**src/rtl/cam_ctrl_pkg.sv**
```systemverilog
// Shared definitions for the CAM access controller: opcodes, FSM states and default widths.
package cam_ctrl_pkg;

   localparam int DATA_W_DEF = 8;
   localparam int ADDR_W_DEF = 4;

   localparam logic [1:0] OP_LOOKUP = 2'd0;
   localparam logic [1:0] OP_WRITE  = 2'd1;
   localparam logic [1:0] OP_ALLOC  = 2'd2;

   typedef enum logic [1:0] {
      ST_IDLE    = 2'd0,
      ST_ISSUE   = 2'd1,
      ST_CAPTURE = 2'd2
   } state_e;

   // Opcode 3 is unassigned and falls back to a search.
   function automatic logic is_lookup(input logic [1:0] op);
      return (op != OP_WRITE) && (op != OP_ALLOC);
   endfunction

endpackage

```
**src/rtl/cam_rr_arb.sv**
```systemverilog
// Two-requester round-robin arbiter; last_grant only moves when the caller reports a transfer.
module cam_rr_arb (
   input  logic       clk,
   input  logic       rst,
   input  logic [1:0] req,
   input  logic       advance,
   output logic [1:0] grant
);

   logic last_grant_q;
   logic last_grant_d;

   // Grant selection: a lone requester wins, a tie goes to the client not served last.
   always_comb begin
      grant = 2'b00;
      case (req)
         2'b01:   grant = 2'b01;
         2'b10:   grant = 2'b10;
         2'b11:   grant = last_grant_q ? 2'b01 : 2'b10;
         default: grant = 2'b00;
      endcase
   end

   // Remember the winner of each completed transfer.
   always_comb begin
      last_grant_d = last_grant_q;
      if (advance) begin
         last_grant_d = grant[1];
      end else begin
         last_grant_d = last_grant_q;
      end
   end

   // Priority register; resets to 1 so client 0 takes the first tie.
   always_ff @(posedge clk or posedge rst) begin
      if (rst) begin
         last_grant_q <= 1'b1;
      end else begin
         last_grant_q <= last_grant_d;
      end
   end

endmodule

```
**src/rtl/cam_access_ctrl.sv**
```systemverilog
// Arbitrated single-port sequencer in front of a 16x8 CAM (IDLE -> ISSUE -> CAPTURE).
// Optional feature: define CAM_AUTO_ALLOC_EN for occupancy-tracked ALLOC to the lowest free entry.
module cam_access_ctrl
   import cam_ctrl_pkg::*;
#(
   parameter int DATA_W = DATA_W_DEF,
   parameter int ADDR_W = ADDR_W_DEF
) (
   input  logic              clk,
   input  logic              rst,
   input  logic [1:0]        req,
   input  logic [1:0]        op0,
   input  logic [1:0]        op1,
   input  logic [DATA_W-1:0] din0,
   input  logic [DATA_W-1:0] din1,
   input  logic [ADDR_W-1:0] addr0,
   input  logic [ADDR_W-1:0] addr1,
   output logic [1:0]        ready,
   output logic              resp_valid,
   output logic              resp_id,
   output logic              resp_hit,
   output logic [ADDR_W-1:0] resp_addr,
   output logic              cam_wen,
   output logic              cam_ren,
   output logic [DATA_W-1:0] cam_din,
   output logic [ADDR_W-1:0] cam_addr,
   input  logic [ADDR_W-1:0] cam_dout,
   input  logic              cam_hit
);

   localparam int N = 2**ADDR_W;

   state_e            state_q, state_d;
   logic [1:0]        op_q, op_d;
   logic              id_q, id_d;
   logic              fail_q, fail_d;
   logic              cam_wen_q, cam_wen_d;
   logic              cam_ren_q, cam_ren_d;
   logic [DATA_W-1:0] cam_din_q, cam_din_d;
   logic [ADDR_W-1:0] cam_addr_q, cam_addr_d;
   logic              resp_valid_q, resp_valid_d;
   logic              resp_id_q, resp_id_d;
   logic              resp_hit_q, resp_hit_d;
   logic [ADDR_W-1:0] resp_addr_q, resp_addr_d;

   logic [1:0]        grant;
   logic              transfer;
   logic              sel;
   logic [1:0]        op_sel;
   logic [DATA_W-1:0] din_sel;
   logic [ADDR_W-1:0] addr_sel;

`ifdef CAM_AUTO_ALLOC_EN
   logic [N-1:0]      occ_q, occ_d;
   logic [ADDR_W-1:0] free_idx;

   // Lowest-index free entry; only meaningful while the bitmap is not full.
   always_comb begin
      free_idx = {ADDR_W{1'b0}};
      for (int i = N - 1; i >= 0; i--) begin
         if (!occ_q[i]) begin
            free_idx = ADDR_W'(i);
         end else begin
            free_idx = free_idx;
         end
      end
   end
`endif

   cam_rr_arb u_arb (
      .clk     (clk),
      .rst     (rst),
      .req     (req),
      .advance (transfer),
      .grant   (grant)
   );

   assign sel      = grant[1];
   assign op_sel   = sel ? op1   : op0;
   assign din_sel  = sel ? din1  : din0;
   assign addr_sel = sel ? addr1 : addr0;

   // Next-state, handshake and CAM/response staging.
   always_comb begin
      state_d      = state_q;
      op_d         = op_q;
      id_d         = id_q;
      fail_d       = fail_q;
      cam_wen_d    = 1'b0;
      cam_ren_d    = 1'b0;
      cam_din_d    = cam_din_q;
      cam_addr_d   = cam_addr_q;
      resp_valid_d = 1'b0;
      resp_id_d    = resp_id_q;
      resp_hit_d   = resp_hit_q;
      resp_addr_d  = resp_addr_q;
      ready        = 2'b00;
      transfer     = 1'b0;
`ifdef CAM_AUTO_ALLOC_EN
      occ_d        = occ_q;
`endif
      case (state_q)
         ST_IDLE: begin
            ready    = req & grant;
            transfer = |(req & grant);
            if (transfer) begin
               state_d    = ST_ISSUE;
               op_d       = op_sel;
               id_d       = sel;
               fail_d     = 1'b0;
               cam_din_d  = din_sel;
               cam_addr_d = addr_sel;
               if (op_sel == OP_WRITE) begin
                  cam_wen_d = 1'b1;
`ifdef CAM_AUTO_ALLOC_EN
                  occ_d[addr_sel] = 1'b1;
`endif
               end else if (op_sel == OP_ALLOC) begin
`ifdef CAM_AUTO_ALLOC_EN
                  // A full table still walks ISSUE/CAPTURE so latency is unchanged.
                  if (&occ_q) begin
                     fail_d     = 1'b1;
                     cam_addr_d = {ADDR_W{1'b0}};
                  end else begin
                     cam_wen_d       = 1'b1;
                     cam_addr_d      = free_idx;
                     occ_d[free_idx] = 1'b1;
                  end
`else
                  cam_wen_d = 1'b1;
`endif
               end else begin
                  cam_ren_d = 1'b1;
               end
            end else begin
               state_d = ST_IDLE;
            end
         end
         ST_ISSUE: begin
            state_d = ST_CAPTURE;
         end
         ST_CAPTURE: begin
            state_d      = ST_IDLE;
            resp_valid_d = 1'b1;
            resp_id_d    = id_q;
            if (is_lookup(op_q)) begin
               resp_hit_d  = cam_hit;
               resp_addr_d = cam_dout;
            end else if (fail_q) begin
               resp_hit_d  = 1'b0;
               resp_addr_d = {ADDR_W{1'b0}};
            end else begin
               resp_hit_d  = 1'b1;
               resp_addr_d = cam_addr_q;
            end
         end
         default: begin
            state_d = ST_IDLE;
         end
      endcase
   end

   // Controller state and registered outputs.
   always_ff @(posedge clk or posedge rst) begin
      if (rst) begin
         state_q      <= ST_IDLE;
         op_q         <= OP_LOOKUP;
         id_q         <= 1'b0;
         fail_q       <= 1'b0;
         cam_wen_q    <= 1'b0;
         cam_ren_q    <= 1'b0;
         cam_din_q    <= {DATA_W{1'b0}};
         cam_addr_q   <= {ADDR_W{1'b0}};
         resp_valid_q <= 1'b0;
         resp_id_q    <= 1'b0;
         resp_hit_q   <= 1'b0;
         resp_addr_q  <= {ADDR_W{1'b0}};
      end else begin
         state_q      <= state_d;
         op_q         <= op_d;
         id_q         <= id_d;
         fail_q       <= fail_d;
         cam_wen_q    <= cam_wen_d;
         cam_ren_q    <= cam_ren_d;
         cam_din_q    <= cam_din_d;
         cam_addr_q   <= cam_addr_d;
         resp_valid_q <= resp_valid_d;
         resp_id_q    <= resp_id_d;
         resp_hit_q   <= resp_hit_d;
         resp_addr_q  <= resp_addr_d;
      end
   end

`ifdef CAM_AUTO_ALLOC_EN
   // Occupancy bitmap.
   always_ff @(posedge clk or posedge rst) begin
      if (rst) begin
         occ_q <= {N{1'b0}};
      end else begin
         occ_q <= occ_d;
      end
   end
`endif

   assign cam_wen    = cam_wen_q;
   assign cam_ren    = cam_ren_q;
   assign cam_din    = cam_din_q;
   assign cam_addr   = cam_addr_q;
   assign resp_valid = resp_valid_q;
   assign resp_id    = resp_id_q;
   assign resp_hit   = resp_hit_q;
   assign resp_addr  = resp_addr_q;

endmodule

```
**config.mk**
```make
export PLATFORM = sky130hd
export DESIGN_NAME = cam_access_ctrl
export DESIGN_NICKNAME = d
export VERILOG_FILES = /design/src/rtl/cam_ctrl_pkg.sv /design/src/rtl/cam_rr_arb.sv /design/src/rtl/cam_access_ctrl.sv
export SDC_FILE = /design/constraint.sdc
export NUM_CORES = 1
export LEC_CHECK = 0
export BUFFER_PORTS_ARGS = -buffer_cell sky130_fd_sc_hd__buf_4
export CAP_MARGIN = 20
export CORE_MARGIN = 5
export CORE_UTILIZATION = 40
export CTS_BUF_LIST = sky130_fd_sc_hd__clkbuf_4 sky130_fd_sc_hd__clkbuf_8
export CTS_CLUSTER_DIAMETER = 80
export CTS_CLUSTER_SIZE = 12
export DETAILED_ROUTE_END_ITERATION = 16
export PLACE_DENSITY = 0.7
export SETUP_SLACK_MARGIN = 0.3
export SLEW_MARGIN = 30
export SYNTH_ARGS = -nofsm -noshare
export SYNTH_HDL_FRONTEND = slang
export SYNTH_SLANG_ARGS = --single-unit
```
**constraint.sdc**
```tcl
create_clock -name clk -period 1.7 [get_ports clk]
set_clock_uncertainty 0.05 [all_clocks]
set_input_delay 0.51 -clock clk [delete_from_list [all_inputs] [get_ports clk]]
set_output_delay 0.51 -clock clk [all_outputs]
set_load 0.02 [all_outputs]
```
==> metrics.md <==
| Metric | Value |
|---|---|
| Status | `finished, violations left` |
| Violated checks | `negative setup slack` |
| Post-route cell area | `2130 um^2` |
| Largest net degree at the start of global routing | `28` |
| Critical Path Start | `u_arb.last_grant_q` |
| Yosys warns | `0` |
| CP Capture Point | `ready[1]` |
| Flop pwr share | `0.322` |
| Adder-cell share of the synthesized area | `0` |
| Max-slew violation count | `0` |
| Initial Util | `0.419` |
| Req. time, crit path | `1140 ps` |
| Leak | `1.07 nW` |
| Iteration-0 DRC Markers | `25` |
| Yosys reg bits | `27` |
| Root Driver | `clkbuf_4` |
| Vias in the first global route | `1075` |
| Simple-gate share of the synthesized area | `0.0616` |
| Placer Congestion | `0.757` |
| Critical Path, Cell by Cell | `a21bo_1, buf_6, nor3_4, buf_6` |
| CTS tree | `done` |
| Slowest Stage Delay on Critical Path | `390 ps` |
| Clock slew at reported path FFs | `140 ps` |
| Number of nets with antenna violations after routing | `0` |
| Startpoint types | `flop` |
| H-Tree Level Count | `1` |
| Die area | `4430 um^2` |
| Main combinational cell family by area after synthesis | `multiplexers` |
| Post-synthesis mux area share | `0.295` |
| Worst path slowest cell | `dfstp_2` |
| Max clock buf depth | `2` |
| Post-synth top area cell | `dfrtp_1` |
| Nets@finish | `218` |
| Hold Slack | `185 ps` |
| Top cell by count, worst path | `buf_6` |
| Internal power | `2.38 mW` |
| Synth Area per Inst | `13.2 um^2` |
| Routed via count | `1044` |
| Worst skew pair latency | `320 ps` |
| Slew headroom | `0.766` |
| Critical Path End Type | `output port` |
| Die X-Extent | `66.5 um` |
| Pwr Density | `1740 nW/um^2` |
| Switching Share | `0.358` |
| GRT overflow | `0` |
| Worst min-delay path class | `in2async` |
| Detailed Place HPWL | `2160 um` |
| Inserted Diodes | `0` |
| Power share of the clock group | `0.079` |
| # setup viols final | `16` |
| Synth Area in XOR/XNOR | `0.0205` |
| Synth top cells by count | `dfrtp_1, mux2_2, nand2_1` |
| Die H | `66.5 um` |
| Post-synth top flop | `dfrtp_1` |
| Worst Path Class, Setup | `reg2out` |
| CTS Hold Bufs | `0` |
| Synth area leaders | `dfrtp_1, mux2_2, mux2_4` |
| First-pass GRT wire length | `5090 um` |
| Netlist cell types | `26` |
| Syn Inst Count | `97` |
| Share of the synthesized area in the top cell type | `0.509` |
| DP Area | `1840 um^2` |
| RSZ-0062 raised after global routing | `true` |
| Flop-to-flop setup slack | `-180 ps` |
| Worst r2r dst | `cam_addr[0]` |
| DRC viols | `0` |
| Count leader, synth | `dfrtp_1` |
| CTS buffer count | `3` |
| Register area share after synthesis | `0.529` |
| Share of post-route cells with drive strength above 1 | `0.683` |
| FFs w/ async S/R, synth | `1.00` |
| Final worst slack | `-195 ps` |
| Count of final hold-check violations | `0` |
| Num rows | `20` |
| Total Wirelength | `3070 um` |
| RR Startpoint | `u_arb.last_grant_q` |
| Max IR drop VDD | `0.896 mV` |
| Synth Cell Area | `1280 um^2` |
| Initial antenna violation count | `0` |
| Highest net fanout along the worst path | `3` |
| CTS sink cnt | `27` |
| Ports | `60` |
| Fmax | `528 MHz` |
| Post-synth EDFFs | `0` |
| Least-Margin Pin Slew | `351 ps` |
| R2r worst-path depth | `6` |
| Core area | `3050 um^2` |
| CP arrival | `1330 ps` |
| Layout Utilization | `0.697` |
| Logic pwr share | `0.599` |
| Area grow syn2layout | `66.4%` |
| Mapped Nets | `134` |
| Filler Cells Inserted | `239` |
| Minimum clock period | `1890 ps` |
| DRT Pass-1 Iters | `4` |
| Max Cap Viol | `0` |
| Tcrit/Tclk final | `1.11` |
| Vias per cell | `4.66` |
| Sw Pwr | `1.33 mW` |
| GRT Util Overall | `0.155` |
| Synth Area in Compound Gates | `0.0568` |
| PortBufs | `59` |
| Drt wl/cell | `13.7 um` |
| DP Worst Slack | `-147 ps` |
==> how the worst min path moves through the flow <==
stage               slack [ps]  from  endpoint  cells after the start
floorplan                  390  id_q   resp_id                      2
global placement           410  id_q   resp_id                      2
detailed placement         430  id_q   resp_id                      2
CTS                        180   rst  resp_hit                      3
global route               190   rst   resp_id                      3
finish                     190   rst  resp_hit                      3
==> per-layer routing <==
layer  routed length [um]  track usage  vias to the layer above
met2                 1530        0.257                       44
li1                     -            -                      503
met1                 1210        0.188                      490
met5                    0            0                        -
met3                  273       0.0438                        7
met4                   63       0.0609                        0
==> flip-flops by register name, indices dropped and copies added (netlist names), 2 cells and up <==
name       count
cam_din        8
op_q           2
state_q        2
resp_addr      4
cam_addr       4
==> worst max-delay path, delay by kind of cell, from the launching register on <==
kind / cells / cell delay [ps]
AO/OA/AOI/OAI: 1 / 200
AND/OR/NAND/NOR: 1 / 150
buffers and inverters: 2 / 280
flip-flops: 1 / 390
==> layout by cell type, fill, tap and decap left out, drive strengths merged <==
master | netlist | layout
buf | 3 | 82
mux2 | 28 | 28
dfrtp | 26 | 26
nand2 | 7 | 7
o21ai | 5 | 5
mux2i | 4 | 4
clkbuf | 1 | 4
nor2 | 4 | 4
inv | 3 | 3
xnor2 | 2 | 2
nor3 | 2 | 2
a21oi | 2 | 2
a21bo | 1 | 1
nand2b | 1 | 1
nor2b | 1 | 1
and3 | 1 | 1
xor2 | 1 | 1
and2 | 1 | 1
o21ba | 1 | 1
a31oi | 1 | 1
a21o | 1 | 1
bufbuf | 0 | 1
dfstp | 1 | 1
==> power by group through the flow <==
stage	registers [mW]	logic [mW]	clock network (mW)
after floorplan	1.45	0.788	0
after global placement	1.16	1.77	0
after detailed placement	1.18	1.80	0
after CTS	1.20	2.16	0.309
after global routing	1.24	2.39	0.345
final	1.19	2.22	0.292
==> logic make-up after synthesis <==
group / Yosys count
compound gates: 11
simple gates: 17
xor+xnor: 3
mux: 32
buf+inv: 7
flops: 27
==> layout make-up <==
cell class	count	area [um^2]	area share
flip-flops and latches	27	677	0.318
repair buffers	83	769	0.362
inverters	3	11.3	0.00529
clock buffers	4	30.0	0.0141
well taps	44	55.1	0.0259
multi-input cells	63	586	0.275
==> stage by stage <==
| stage | cells | TNS [ps] | power [mW] |
|---|---|---|---|
| final | 224 | -1670 | 3.71 |
| after global placement | 206 | -1420 | 2.94 |
| after CTS | 220 | -766 | 3.67 |
| after detailed placement | 206 | -1590 | 2.98 |
| after global routing | 224 | -2530 | 3.97 |
| after floorplan | 97 | -85.8 | 2.23 |
==> timing repair <==
| item | 4_1_cts | 5_1_grt |
|---|---|---|
| pin swaps | 3 | 2 |
| buffers inserted | 9 | 4 |
| resized for setup | 28 | 5 |
| setup endpoints to repair | 37 | 39 |
| gates cloned | 1 | 0 |
(Power assumes the default switching activity.)
